--- src/rtl/pc_gen.sv ---
// pc_gen: program-counter stage that sits directly after the branch-condition logic.
// It holds the architectural PC and issues fetch requests to the IFU over a
// valid/ready handshake. When the core commits an instruction it computes the
// next PC as (pc_a_src ? imm : 4) + (pc_b_src ? rs1_data : pc). A halt request
// stops the core until reset. A target that is not 4-byte aligned redirects
// the PC to TRAP_VEC.
// Optional build macro PCGEN_REDIRECT_CNT_EN adds the redirect_cnt output. It
// counts committed, non-halting instructions that did not use the sequential
// (4 + pc) selects.
module pc_gen #(
    parameter int              XLEN     = 32,
    parameter logic [XLEN-1:0] RESET_PC = 32'h8000_0000,
    parameter logic [XLEN-1:0] TRAP_VEC = 32'h8000_0100
) (
    input  logic            clk,
    input  logic            rst_n,
    input  logic            pc_a_src,
    input  logic            pc_b_src,
    input  logic [XLEN-1:0] imm,
    input  logic [XLEN-1:0] rs1_data,
    input  logic            commit_valid,
    input  logic            halt_req,
    output logic            if_req_valid,
    input  logic            if_req_ready,
    output logic [XLEN-1:0] pc,
    output logic            misalign,
    output logic            halted
`ifdef PCGEN_REDIRECT_CNT_EN
    ,
    output logic [31:0]     redirect_cnt
`endif
);

    localparam logic [XLEN-1:0] PC_STEP = XLEN'(4);

    typedef enum logic [1:0] {
        ST_FETCH = 2'd0,
        ST_EXEC  = 2'd1,
        ST_HALT  = 2'd2
    } state_t;

    state_t          state_q, state_d;
    logic [XLEN-1:0] pc_q, pc_d;
    logic            vld_q, vld_d;
    logic            mis_q, mis_d;

    logic [XLEN-1:0] op_a;
    logic [XLEN-1:0] op_b;
    logic [XLEN-1:0] sum;
    logic [XLEN-1:0] target;
    logic            tgt_misaligned;
    logic            fetch_fire;
    logic            commit_fire;

    // Handshake and commit qualifiers. A commit outside EXEC is ignored.
    // The request only counts once it has actually been presented (vld_q).
    assign fetch_fire  = (state_q == ST_FETCH) && vld_q && if_req_ready;
    assign commit_fire = (state_q == ST_EXEC) && commit_valid;

    // Next-PC adder. The wrap-around at 2^XLEN is intentional.
    // Register-relative jumps (pc_b_src) drop bit 0, as JALR does.
    always_comb begin
        op_a           = pc_a_src ? imm : PC_STEP;
        op_b           = pc_b_src ? rs1_data : pc_q;
        sum            = op_a + op_b;
        target         = sum;
        if (pc_b_src) begin
            target[0] = 1'b0;
        end
        tgt_misaligned = (target[1:0] != 2'b00);
    end

    // Next-state, next-PC, request-valid and misalign-pulse logic.
    always_comb begin
        state_d = state_q;
        pc_d    = pc_q;
        mis_d   = 1'b0;
        case (state_q)
            ST_FETCH: begin
                // pc is frozen while the request is outstanding.
                if (fetch_fire) begin
                    state_d = ST_EXEC;
                end
            end
            ST_EXEC: begin
                if (commit_fire) begin
                    if (halt_req) begin
                        // Halt wins over a misaligned target, and pc stays put.
                        state_d = ST_HALT;
                    end else if (tgt_misaligned) begin
                        state_d = ST_FETCH;
                        pc_d    = TRAP_VEC;
                        mis_d   = 1'b1;
                    end else begin
                        state_d = ST_FETCH;
                        pc_d    = target;
                    end
                end
            end
            ST_HALT: begin
                state_d = ST_HALT;
            end
            default: begin
                state_d = ST_FETCH;
            end
        endcase
        // The request is registered, so it rises the cycle after entering FETCH.
        // This also keeps it low while reset is asserted.
        vld_d = (state_d == ST_FETCH);
    end

    // State, PC, request-valid and misalign registers with async active-low reset.
    always_ff @(posedge clk or negedge rst_n) begin
        if (!rst_n) begin
            state_q <= ST_FETCH;
            pc_q    <= RESET_PC;
            vld_q   <= 1'b0;
            mis_q   <= 1'b0;
        end else begin
            state_q <= state_d;
            pc_q    <= pc_d;
            vld_q   <= vld_d;
            mis_q   <= mis_d;
        end
    end

`ifdef PCGEN_REDIRECT_CNT_EN
    logic [31:0] rcnt_q, rcnt_d;
    logic        redirect_evt;

    // A redirect is any non-halting commit that does not use the 4 + pc selects.
    // Misaligned targets count as redirects.
    assign redirect_evt = commit_fire && !halt_req && (pc_a_src || pc_b_src);

    // Next value of the redirect counter. It wraps silently at 2^32.
    always_comb begin
        rcnt_d = rcnt_q;
        if (redirect_evt) begin
            rcnt_d = rcnt_q + 32'd1;
        end
    end

    // Redirect counter register.
    always_ff @(posedge clk or negedge rst_n) begin
        if (!rst_n) begin
            rcnt_q <= 32'd0;
        end else begin
            rcnt_q <= rcnt_d;
        end
    end

    assign redirect_cnt = rcnt_q;
`else
    // No redirect counter in this build.
`endif

    assign if_req_valid = vld_q;
    assign pc           = pc_q;
    assign misalign     = mis_q;
    assign halted       = (state_q == ST_HALT);

endmodule

--- config.mk ---
export PLATFORM = sky130hd
export DESIGN_NAME = pc_gen
export DESIGN_NICKNAME = d
export VERILOG_FILES = /design/src/rtl/pc_gen.sv
export SDC_FILE = /design/constraint.sdc
export NUM_CORES = 1
export LEC_CHECK = 0
export ABC_AREA = 1
export BUFFER_PORTS_ARGS = -buffer_cell sky130_fd_sc_hd__buf_4
export CAP_MARGIN = 20
export CORE_MARGIN = 2
export CORE_UTILIZATION = 25
export CTS_BUF_LIST = sky130_fd_sc_hd__clkbuf_4 sky130_fd_sc_hd__clkbuf_8
export DETAILED_ROUTE_END_ITERATION = 10
export MAX_ROUTING_LAYER = met4
export SLEW_MARGIN = 30
export SYNTH_ARGS = -nofsm -noshare
export SYNTH_HDL_FRONTEND = slang
export SYNTH_SLANG_ARGS = --single-unit
--- constraint.sdc ---
create_clock -name clk -period 2.55 [get_ports clk]
set_clock_uncertainty 0.1 [all_clocks]
set_input_delay 0 -clock clk [delete_from_list [all_inputs] [get_ports clk]]
set_output_delay 0 -clock clk [all_outputs]
set_load 0.01 [all_outputs]
==> reports/qor.log <==
qor: critical_path.worst_setup_path_start_kind flop
qor: clocking.clkLatencyLatePin 0.32 ns
qor: logic_synthesis.synthesis.area_per_instance 5.66 um2
qor: drt.vias_per_cell 4.40
qor: timing.hold_viol_final 0
qor: floorplanning.placement_rows 47
qor: logic_synthesis.synth-seq-area-share 21.7%
qor: floorplanning.die_w 133 um
qor: timing.final_period_minus_worst_setup_slack 2.32 ns
qor: clocking.clock-sinks 36
qor: drt.ant_nets 0
qor: timing.crit_share_post_route 90.9%
qor: global_routing.grt_max_degree 37
qor: clocking.cts_tree done
qor: logic_synthesis.yosys_register_bits 36
qor: floorplanning.die-area 0.0177 mm2
qor: clocking.cts-buffers-inserted 5
qor: floorplanning.core-area 0.0164 mm2
qor: logic_synthesis.ys_warn_count 0
qor: timing.timing.fmax 431 MHz
qor: logic_synthesis.synth_edf_count 0
qor: floorplanning.chipHeight 133 um
qor: clocking.clock-root-buffer sky130_fd_sc_hd__clkbuf_8
qor: logic_synthesis.postSynthCellCount 733
qor: power_and_ir_drop.power.static_leakage 0.00323 uW
qor: global_routing.grt_util_all_layers 17.1%
qor: clocking.clock_path_buffers 2
qor: timing.worst-slew-pin-transition 0.528 ns
qor: floorplanning.num_io_pins 106
qor: drt.drcViolationCount 0
qor: critical_path.worst-endpoint-required 2.70 ns
qor: clocking.cts.clk_slew.worst_paths 0.09 ns
qor: flow_run.drv.max_cap_violation_count 0
qor: global_routing.grt_antenna_before_repair 0
qor: power_and_ir_drop.clockPowerShare 31.6%
qor: finish.layout-drive-gt1-share 17.7%
qor: timing.relSlewSlack 64.8%
qor: global_routing.grt_total_ovfl 0
qor: drt.avgRoutedWirePerCell 13.5 um
qor: timing.fin_setup_tns 0 ns
qor: global_routing.first_global_vias 4534
qor: critical_path.end_kind flop
qor: floorplanning.start_util 25.3%
qor: drt.drt_pass1_iterations 5
qor: critical_path.r2r_setup_slack 0.23 ns
qor: placed_design.port_buffers 105
qor: min_path.holdCritPathClass input port to asynchronous set/reset pin
qor: finish.area_growth_syn_to_fin 29.3%
qor: logic_synthesis.synth_area 0.00415 mm2
qor: clocking.h-tree-depth 2
qor: drt.via_count 4667
qor: logic_synthesis.asyncSetResetFlopFracSynth 100%
qor: logic_synthesis.synth_flop_cell sky130_fd_sc_hd__dfrtp_1
qor: global_routing.grt_pass1_wl 23200 um
qor: timing.finalSetupViolations 0
qor: placed_design.detailed_place_hpwl 11500 um
qor: power_and_ir_drop.power.total 1790 uW
qor: critical_path.timing.critical_path.arrival 2.46 ns
qor: drt.detail_route.wirelength 14300 um
qor: power_and_ir_drop.switchingPower 667 uW
qor: finish.antenna_cells 0
qor: placed_design.dp_worst_setup_slack 0.215 ns
qor: power_and_ir_drop.ir_drop 0.166 mV
qor: timing.setup_repair_after_global_routing_missed_its_margin false
qor: power_and_ir_drop.power.sequential.fraction 31.9%
qor: logic_synthesis.postSynthNetCount 836
qor: critical_path.worstPathMaxFanout 18
qor: power_and_ir_drop.internal_power 1120 uW
qor: critical_path.kind_of_critical_path flop to flop
qor: placed_design.gp_routability_congestion 0.946
qor: power_and_ir_drop.comb_power_share 36.5%
qor: status.outcome finished, final reports clean
qor: power_and_ir_drop.pwr_density_cell 333 mW/mm2
qor: timing.final-max-slew-violation-count 0
qor: timing.layout_setup_ws 0.232 ns
qor: logic_synthesis.synth_cell_types 36
qor: power_and_ir_drop.power.switching_fraction 37.3%
qor: finish.num-nets-final 942
qor: drt.initialDrtViolationCount 214
## through the flow
| stage | cell area (um2) | hold WS, ns | instances | util [%] |
|---|---|---|---|---|
| floorplan | 4150 | -0.396 | 733 | - |
| global placement | 5200 | -0.0787 | 1047 | 31.7 |
| detailed placement | 5200 | -0.0853 | 1047 | 31.7 |
| CTS | 5350 | 0.110 | 1059 | 32.6 |
| global route | 5370 | 0.142 | 1060 | 32.7 |
| finish | 5370 | 0.0939 | 1060 | 32.7 |
## final timing paths
path	from	end	cells after the start
max	pc[1]	pc[19]	9
min	rst_n	pc[30]	2
max reg2reg	pc[1]	pc[19]	9
min reg2reg	pc[29]	pc[29]	2
max in group asynchronous	rst_n	pc[31]	2
min in group clk	rs1_data[30]	pc[30]	7
## cell families after synthesis
group,Yosys count,synth area share [%]
compound gates,98,13.0
xor+xnor,2,0.422
fa+ha+maj,32,9.83
buf+inv,157,14.5
flops,36,21.7
simple gates,408,40.5
## cell usage after synthesis (5+ instances only)
master                     count  area share [%]
sky130_fd_sc_hd__a21oi_1      28             3.4
sky130_fd_sc_hd__clkbuf_1     11            0.99
sky130_fd_sc_hd__dfrtp_1      35              21
sky130_fd_sc_hd__ha_1         31             9.3
sky130_fd_sc_hd__inv_1       138              12
sky130_fd_sc_hd__nand2_1     287              26
sky130_fd_sc_hd__nand2_2      11             1.7
sky130_fd_sc_hd__nand3_1      38             4.6
sky130_fd_sc_hd__nor2_1       50             4.5
sky130_fd_sc_hd__o21ai_0      36             4.3
sky130_fd_sc_hd__o21ai_1      12             1.4
sky130_fd_sc_hd__o21bai_1      5            0.90
sky130_fd_sc_hd__o22ai_1       8             1.2
## per-layer routing
layer	vias up	track usage (%)	part of all wire (%)
li1	2467	-	-
met1	2091	22.5	48
met2	99	28.0	46
met3	10	2.22	4.1
met4	0	4.12	1.3
met5	-	-	0
## worst max-delay path, stage by stage (launching register included)
cell	delay, ns
sky130_fd_sc_hd__dfrtp_1	0.35
sky130_fd_sc_hd__inv_1	0.05
sky130_fd_sc_hd__o21ai_0	0.32
sky130_fd_sc_hd__fa_2	0.52
sky130_fd_sc_hd__a21oi_2	0.19
sky130_fd_sc_hd__nand2_4	0.13
sky130_fd_sc_hd__inv_2	0.17
sky130_fd_sc_hd__buf_12	0.18
sky130_fd_sc_hd__nand3_1	0.12
sky130_fd_sc_hd__o21ai_1	0.08
## area by class of cell
cell class,count,area (um2)
multi-input cells,540,2660
inverters,142,533
clock buffers,6,76.3
flip-flops and latches,36,902
clock inverters,2,35.0
repair buffers,114,891
fillers,1839,11000
well taps,220,275
## timing repair
action / CTS / global route
hold endpoints to repair: 44 / 0
setup buffers: 0 / 1
hold buffers: 4 / 0
endpoints found under the setup margin: 0 / 2
resized for setup: 0 / 3
## power groups by stage
stage	combinational [uW]	sequential [uW]	clock, uW
6_report	654	570	565
3_5_place_dp	645	582	0
3_3_place_gp	645	582	0
5_1_grt	743	570	595
4_1_cts	654	570	573
2_1_floorplan	418	582	0
## layout by cell type (no fill, tap or decap), types with 3 or more instances in the layout
| cell | count |
|---|---|
| sky130_fd_sc_hd__nand4_1 | 3 |
| sky130_fd_sc_hd__o21ai_0 | 36 |
| sky130_fd_sc_hd__nor2_1 | 50 |
| sky130_fd_sc_hd__o21bai_1 | 5 |
| sky130_fd_sc_hd__clkbuf_8 | 5 |
| sky130_fd_sc_hd__inv_1 | 138 |
| sky130_fd_sc_hd__a21oi_2 | 4 |
| sky130_fd_sc_hd__nand2_2 | 13 |
| sky130_fd_sc_hd__nand2_1 | 285 |
| sky130_fd_sc_hd__a21oi_1 | 28 |
| sky130_fd_sc_hd__o21ai_1 | 12 |
| sky130_fd_sc_hd__dfrtp_1 | 35 |
| sky130_fd_sc_hd__ha_1 | 31 |
| sky130_fd_sc_hd__nor2_2 | 3 |
| sky130_fd_sc_hd__inv_2 | 4 |
| sky130_fd_sc_hd__nand3_1 | 38 |
| sky130_fd_sc_hd__buf_4 | 108 |
| sky130_fd_sc_hd__nor3_1 | 4 |
| sky130_fd_sc_hd__dlygate4sd3_1 | 4 |
| sky130_fd_sc_hd__o22ai_1 | 8 |
## flip-flops by register name (all words and copies together) (netlist names)
name and count:
misalign 1, if_req_valid 1, pc 32, state_q 2
No activity file was read; power rests on OpenSTA's default activity.
